<file path="src/rtl/csr_exec_unit.sv">
// Zicsr execute unit: reads the old CSR value with MEM/WB forwarding,
// computes the new value and carries the write through MEM and WB.
module csr_exec_unit #(
  parameter int XLEN     = 32,
  parameter bit RO_CHECK = 1'b1
) (
  input  logic            clk,
  input  logic            rst,
  input  logic            stall,
  input  logic            flush,
  input  logic            ex_valid,
  input  logic [2:0]      ex_funct3,
  input  logic [11:0]     ex_csr_addr,
  input  logic [XLEN-1:0] ex_rs1_data,
  input  logic [4:0]      ex_rs1_field,
  input  logic [XLEN-1:0] csr_rdata,
  output logic [11:0]     csr_raddr,
  output logic [XLEN-1:0] ex_rd_data,
  output logic            ex_illegal,
  output logic            csr_write_en,
  output logic [11:0]     csr_wb_addr,
  output logic [XLEN-1:0] csr_wb_data
);

  logic            r_mem_wen;
  logic [11:0]     r_mem_addr;
  logic [XLEN-1:0] r_mem_data;
  logic            r_wb_wen;
  logic [11:0]     r_wb_addr;
  logic [XLEN-1:0] r_wb_data;

  logic [XLEN-1:0] w_old;
  logic [XLEN-1:0] w_src;
  logic [XLEN-1:0] w_new;
  logic            w_wr;
  logic            w_bad_op;
  logic            w_ro;
  logic            w_illegal;
  logic            w_accept;

  assign csr_raddr = ex_csr_addr;

  // WB data is forwarded because the file commits only at negedge
  always_comb begin
    w_old = csr_rdata;
    if (r_mem_wen && (r_mem_addr == ex_csr_addr))
      w_old = r_mem_data;
    else if (r_wb_wen && (r_wb_addr == ex_csr_addr))
      w_old = r_wb_data;
  end

  assign w_src = ex_funct3[2]
               ? {{(XLEN-5){1'b0}}, ex_rs1_field}
               : ex_rs1_data;

  always_comb begin
    w_new = w_src;
    case (ex_funct3[1:0])
      2'b10:   w_new = w_old | w_src;
      2'b11:   w_new = w_old & ~w_src;
      default: w_new = w_src;
    endcase
  end

  assign w_wr      = (ex_funct3[1:0] == 2'b01)
                   || (ex_rs1_field != 5'd0);
  assign w_bad_op  = (ex_funct3[1:0] == 2'b00);
  assign w_ro      = RO_CHECK && (&ex_csr_addr[11:10]) && w_wr;
  assign w_illegal = w_bad_op || w_ro;
  assign w_accept  = ex_valid && !w_illegal
                   && !flush && !stall;

  assign ex_rd_data = w_old;
  assign ex_illegal = ex_valid && w_illegal;

  // Bubbles clear only the enable; addr/data keep their last values
  always_ff @(posedge clk or posedge rst) begin
    if (rst) begin
      r_mem_wen  <= 1'b0;
      r_mem_addr <= '0;
      r_mem_data <= '0;
      r_wb_wen   <= 1'b0;
      r_wb_addr  <= '0;
      r_wb_data  <= '0;
    end else begin
      if (w_accept) begin
        r_mem_wen  <= w_wr;
        r_mem_addr <= ex_csr_addr;
        r_mem_data <= w_new;
      end else begin
        r_mem_wen  <= 1'b0;
      end
      if (flush) begin
        r_wb_wen  <= 1'b0;
      end else begin
        r_wb_wen  <= r_mem_wen;
        r_wb_addr <= r_mem_addr;
        r_wb_data <= r_mem_data;
      end
    end
  end

  assign csr_write_en = r_wb_wen;
  assign csr_wb_addr  = r_wb_addr;
  assign csr_wb_data  = r_wb_data;

endmodule

</file>
<file path="config.mk">
export PLATFORM = sky130hd
export DESIGN_NAME = csr_exec_unit
export DESIGN_NICKNAME = d
export VERILOG_FILES = /design/src/rtl/csr_exec_unit.sv
export SDC_FILE = /design/constraint.sdc
export NUM_CORES = 1
export LEC_CHECK = 0
export BUFFER_PORTS_ARGS = -buffer_cell sky130_fd_sc_hd__buf_2
export CAP_MARGIN = 20
export CORE_UTILIZATION = 52
export CTS_BUF_LIST = sky130_fd_sc_hd__clkbuf_2
export DETAILED_ROUTE_END_ITERATION = 6
export PLACE_DENSITY = 0.82
export SLEW_MARGIN = 20
export SYNTH_ARGS = -nofsm -noshare
export SYNTH_HDL_FRONTEND = slang
export SYNTH_SLANG_ARGS = --single-unit
</file>
<file path="constraint.sdc">
create_clock -name clk -period 2.96 [get_ports clk]
set_input_delay 0 -clock clk [delete_from_list [all_inputs] [get_ports clk]]
set_output_delay 0 -clock clk [all_outputs]
set_load 0.1 [all_outputs]
</file>
==> Yosys cells after proc, flatten, opt, wreduce, memory -nomap -nowiden <==
Index checks and enable logic that the tools add are counted.
{ "totals": {"output_inout_bits": 90, "wordCells": 35, "register_bits": 90} }
{ "classes": {"bitwise": 3, "n_mux": 6, "n_reduce_logical": 15, "eq_ne": 5} }
{ "op_table": {"columns": ["operator", "count"], "rows": [
  ["$mux W32", 3],
  ["$pmux W32 S2", 1],
  ["$and A32 B32 Y32", 1],
  ["$not A32 Y32", 1],
  ["$or A32 B32 Y32", 1],
  ["$eq A12 B12 Y1", 2],
  ["$logic_and A1 B1 Y1", 7],
  ["$reduce_bool A5 Y1", 1],
  ["$eq A2 B2 Y1 const B", 2],
  ["$logic_not A1 Y1", 3],
  ["$eq A2 B1 Y1 const B", 1],
  ["$logic_not A2 Y1", 1],
  ["$logic_or A1 B1 Y1", 2],
  ["$mux W1", 2],
  ["$reduce_and A2 Y1", 1]
]} }

==> Longest topological paths before layout <==
{ "logic_depth": {"word_depth": 9, "depth_mapped": 8, "mapped_depth_nobuf": 6} }

==> Worst setup path after synthesis <==
No wires, ideal clock.
{ "synth_timing": {"path_kind": "reg-to-reg", "startpoint": "reg r_wb_addr[11], in the netlist csr_wb_addr[11]", "endpoint": "reg r_mem_data[13]", "period_less_slack_ns": 4.106, "t_required_ns": 2.888, "setup_slack_ns": -1.146, "path_stages_with_launch": 9, "setup_time_ns": 0.072, "n_path_buf": 2, "arrival_time_ns": 4.034, "cell_sequence": "dfrtp_1 > xnor2_1 > nand4_1 > or4_4 > buf_6 > buf_6 > mux2i_1 > a21oi_1 > a41o_1"} }
{ "synth_via": {"elab_chain_cells": 6, "word_cells_on_any_way": 7, "cone_classes": "1 x eq/ne; 3 x mux; 2 x bitwise; 1 x reduce/logical"} }
{ "synth_rtl": {"columns": ["element", "line_no", "rtl"], "rows": [
  ["start, declared", "29", "logic [11:0] r_wb_addr;"],
  ["start signal, assigned", "97", "r_wb_addr <= r_mem_addr;"],
  ["$eq A12 B12 Y1 (*)", "48", "else if (r_wb_wen && (r_wb_addr == ex_csr_addr))"],
  ["$logic_and A1 B1 Y1 (*)", "48", null],
  ["$mux W32 (*)", "48", null],
  ["$mux W32 (*)", "46", "if (r_mem_wen && (r_mem_addr == ex_csr_addr))"],
  ["named net ex_rd_data[13]", "18", "output logic [XLEN-1:0] ex_rd_data,"],
  ["$and A32 B32 Y32 or $or A32 B32 Y32 (tied branches)", "60, 59", null],
  ["$pmux W32 S2 (*)", "58", "case (ex_funct3[1:0])"],
  ["end signal, assigned", "89", "r_mem_data <= w_new;"],
  ["end, declared", "27", "logic [XLEN-1:0] r_mem_data;"]
]} }
Mark *: on every way through the listed nets, which the timed path passes. The rest lies on a longest branch.
A chain may end at the register's enable or synchronous reset.

==> Worst setup path in the final report <==
{ "layout_timing": {"startpoint": "reg r_mem_addr[11]", "endpoint": "reg r_mem_data[21]"} }
{ "layout_via": {"elab_chain_cells": 5, "word_cells_on_any_way": 6, "cone_classes": "1 x eq/ne; 2 x mux; 2 x bitwise; 1 x reduce/logical"} }
{ "layout_rtl": {"columns": ["element", "line_no", "rtl"], "rows": [
  ["start, declared", "26", "logic [11:0] r_mem_addr;"],
  ["start signal, assigned", "88", "r_mem_addr <= ex_csr_addr;"],
  ["$eq A12 B12 Y1 (*)", "46", null],
  ["$logic_and A1 B1 Y1 (*)", "46", null],
  ["$mux W32 (*)", "46", null],
  ["$and A32 B32 Y32 or $or A32 B32 Y32 (tied branches)", "60, 59", null],
  ["$pmux W32 S2 (*)", "58", null]
]} }
Every way passes the cells marked *; elsewhere a longest branch is shown, timed or not.

==> impl_metrics.yaml <==
synth:
  mappedNetlistArea_sq_um: 5200
  ys_seq_area_frac: 0.433
  synthArstFlopShare: 1.00
  synth_area_per_cell_sq_um: 10.2
  ys_warn_count: 0
  synth_fp_nets: 598
  synth_edf_count: 0
  ys_ff_latch: 90
  synth.distinct_cells: 34
  netlist_instances: 509
  synthFlopType: "dfrtp_1"
routing:
  vias: 5175
  drt_first_pass_iters: 5
  avgRoutedWirePerCell_um: 19.8
  ant_nets: 0
  avgViaCountPerCell: 5.85
  drcViolationCount: 0
  wl_um: 17500
  drtIter0Drc: 272
power_and_ir_drop:
  ir_drop_mv: 0.493
  power_density_nw_per_um2: 640
  leakage_nw: 3.82
timing:
  grt_setup_unrepaired: "true"
  finalHoldViolCount: 0
  min_period_ns: 2.94
  slew_viol_final: 0
  slew_headroom: 0.509
  tightest_slew_ns: 0.737
  clock_skew_ns: 0.0407
  setup_ws_ns: 0.0219
  fin_setup_tns_ns: 0
  fmax_mhz: 340
  setup_viol: 0
  post-route-period-util: 0.993
status:
  status: "complete, no violations"
layout:
  area_growth_pct: 44.7
  final_area_sq_um: 7530
  final_cell_mix: "146 x buf_2, 79 x nand2_1, 78 x dfrtp_1"
  nets: 836
  final_common_cell: "buf_2"
  layout-drive-gt1-share: 0.434
  final_cells: 885
cts:
  cts_max_level: 3
  clk_latency_ns: 0.54
  cts_max_path_buffers: 2
  cts_tree: "yes"
  cts_root_buffer: "clkbuf_2"
  cts_inserted_buffers: 9
  clkSlewWorstSetupHoldPaths_ns: 0.23
  clock_sinks: 90
placed_design:
  portBuffers: 178
  placed_area_sq_um: 6320
  dpl_worst_slack_ns: 0.439
  hpwlAfterDp_um: 9780
  place.gp.congestion: 0.791
  place_inst: 781
global_routing:
  grt_pass1_wl_um: 26300
  grt_overflow: 0
  grt_pass1_vias: 5246
  track_usage: 0.334
  antenna_found_initial: 1
  grt_max_degree: 66
critical_path:
  reg2reg_depth: 8
  critPathMaxStageDelay_ns: 0.59
  worst-path-buf-inv: 2
  worstPathCellList: "xnor2_1 -> nand4_1 -> or4_4 -> buf_4 -> nor2_2 -> a21oi_4 -> a41o_1 -> dlygate4sd3_1"
  startpoint_type: "flop"
  r2r_end: "r_mem_data[21]$_DFFE_PP0P_"
  worstPathMaxFanout: 20
  crit_family: "simple AND/OR/NAND/NOR gates"
  cp_slowest_cell: "or4_4"
  r2r_setup_slack_ns: 0.02
  r2r-start: "r_mem_addr[11]$_DFFE_PP0P_"
  critical_path_arrival_ns: 3.39
  critPathKind: "flop to flop"
  cp.required_ns: 3.41
  critical_path.startpoint: "r_mem_addr[11]$_DFFE_PP0P_"
  cp-end-kind: "flop"
floorplan:
  io_pins: 179
  fp.dieW_um: 102
  dieArea_sq_um: 10400
  rows: 36
  die_y_um: 102
  core_sq_um: 9730
  start_util: 0.535
min_path:
  worstHoldEndpoint: "r_mem_data[14]$_DFFE_PP0P_"
  hp-start: "csr_rdata[14]"
  hold_class: "input port to flop"
  holdPathStages: 4
flow_run:
  maxCapViolCount: 0
==> where the power goes <==
| part | switching (mW) | leakage (nW) | internal [mW] | total (mW) |
|---|---|---|---|---|
| combinational | 1.85 | 2.65 | 0.677 | 2.53 |
| clock | 0.411 | 0.0480 | 0.0987 | 0.510 |
| sequential | 0.258 | 1.12 | 1.52 | 1.77 |
| total | 2.52 | 3.82 | 2.29 | 4.81 |
==> state kept, by name, indices dropped and copies added, names as in the netlist <==
register      flops
csr_wb_data      32
csr_write_en      1
csr_wb_addr      12
r_mem_addr       12
r_mem_data       32
r_mem_wen         1
==> worst min-delay path: cells and delay by family <==
family	cells	cell delay [ns]
AO/OA/AOI/OAI	2	0.35
buffers and inverters	1	0.07
multiplexers	1	0.10
==> Yosys cell counts, types with 2 or more instances <==
cell | instances | area [sq um]
dfrtp_1 | 90 | 2250
nand2_1 | 79 | 297
mux2_2 | 44 | 495
mux2i_1 | 29 | 290
clkbuf_1 | 28 | 105
nor2_1 | 26 | 97.6
nand2b_1 | 25 | 156
a21oi_1 | 24 | 120
xnor2_1 | 24 | 210
a41o_1 | 18 | 180
o31ai_1 | 18 | 135
mux2_4 | 16 | 240
o21ai_0 | 14 | 70.1
buf_4 | 12 | 90.1
nand3_1 | 11 | 55.1
o311ai_0 | 10 | 87.6
buf_2 | 7 | 35.0
a211oi_1 | 4 | 30.0
nand4_1 | 4 | 25.0
nor2b_1 | 4 | 25.0
o22a_1 | 4 | 35.0
nor3b_1 | 3 | 22.5
buf_12 | 2 | 40.0
buf_6 | 2 | 22.5
or4_1 | 2 | 15.0
==> metal layers <==
layer / part of all wire / up-vias / track usage / wire (um)
met5: 0.00068 / - / 0 / 12
met4: 0.037 / 2 / 0.182 / 651
met3: 0.062 / 62 / 0.0622 / 1090
met2: 0.52 / 274 / 0.581 / 9150
met1: 0.38 / 2547 / 0.389 / 6620
li1: - / 2290 / - / -
==> layout make-up <==
cell class              instances  area (sq um)
flip-flops and latches         90          2270
multi-input cells             369          2990
inverters                       1          8.76
repair buffers                276          2020
clock inverters                 5          22.5
clock buffers                  10          50.0
fillers                       641          2200
diodes                          1          2.50
well taps                     133           166
==> stage by stage <==
step | total power [mW] | util | hold WS (ns)
floorplan | 3.63 | - | 0.105
global placement | 4.00 | 0.650 | 0.257
detailed placement | 4.07 | 0.650 | 0.115
CTS | 4.73 | 0.752 | 0.00182
global route | 4.98 | 0.773 | 0.0220
finish | 4.81 | 0.774 | 0.0272
==> worst max path at each step <==
stage	depth (start not counted)	slack, ns	end
finish	8	0.02	r_mem_data[21]$_DFFE_PP0P_
global route	8	-0.06	r_mem_data[28]$_DFFE_PP0P_
CTS	7	0.006	ex_rd_data[12]
detailed placement	7	0.44	r_mem_data[26]$_DFFE_PP0P_
global placement	6	0.49	ex_rd_data[12]
floorplan	8	0.09	r_mem_data[13]$_DFFE_PP0P_
==> repair_timing <==
item | 4_1_cts | 5_1_grt
cloned | 2 | 0
endpoints found under the hold margin | 124 | 0
pin swaps | 3 | 6
gates resized for setup | 33 | 37
buffers inserted | 5 | 4
setup endpoints to repair | 32 | 24
hold buffers | 77 | 0
==> kinds of logic after synthesis <==
logic type,share of synthesized area
AO/OA/AOI/OAI,0.132
XOR/XNOR,0.0404
buffers and inverters,0.0570
flip-flops,0.433
multiplexers,0.197
AND/OR/NAND/NOR,0.141
No activity file was read; power rests on OpenSTA's default activity.
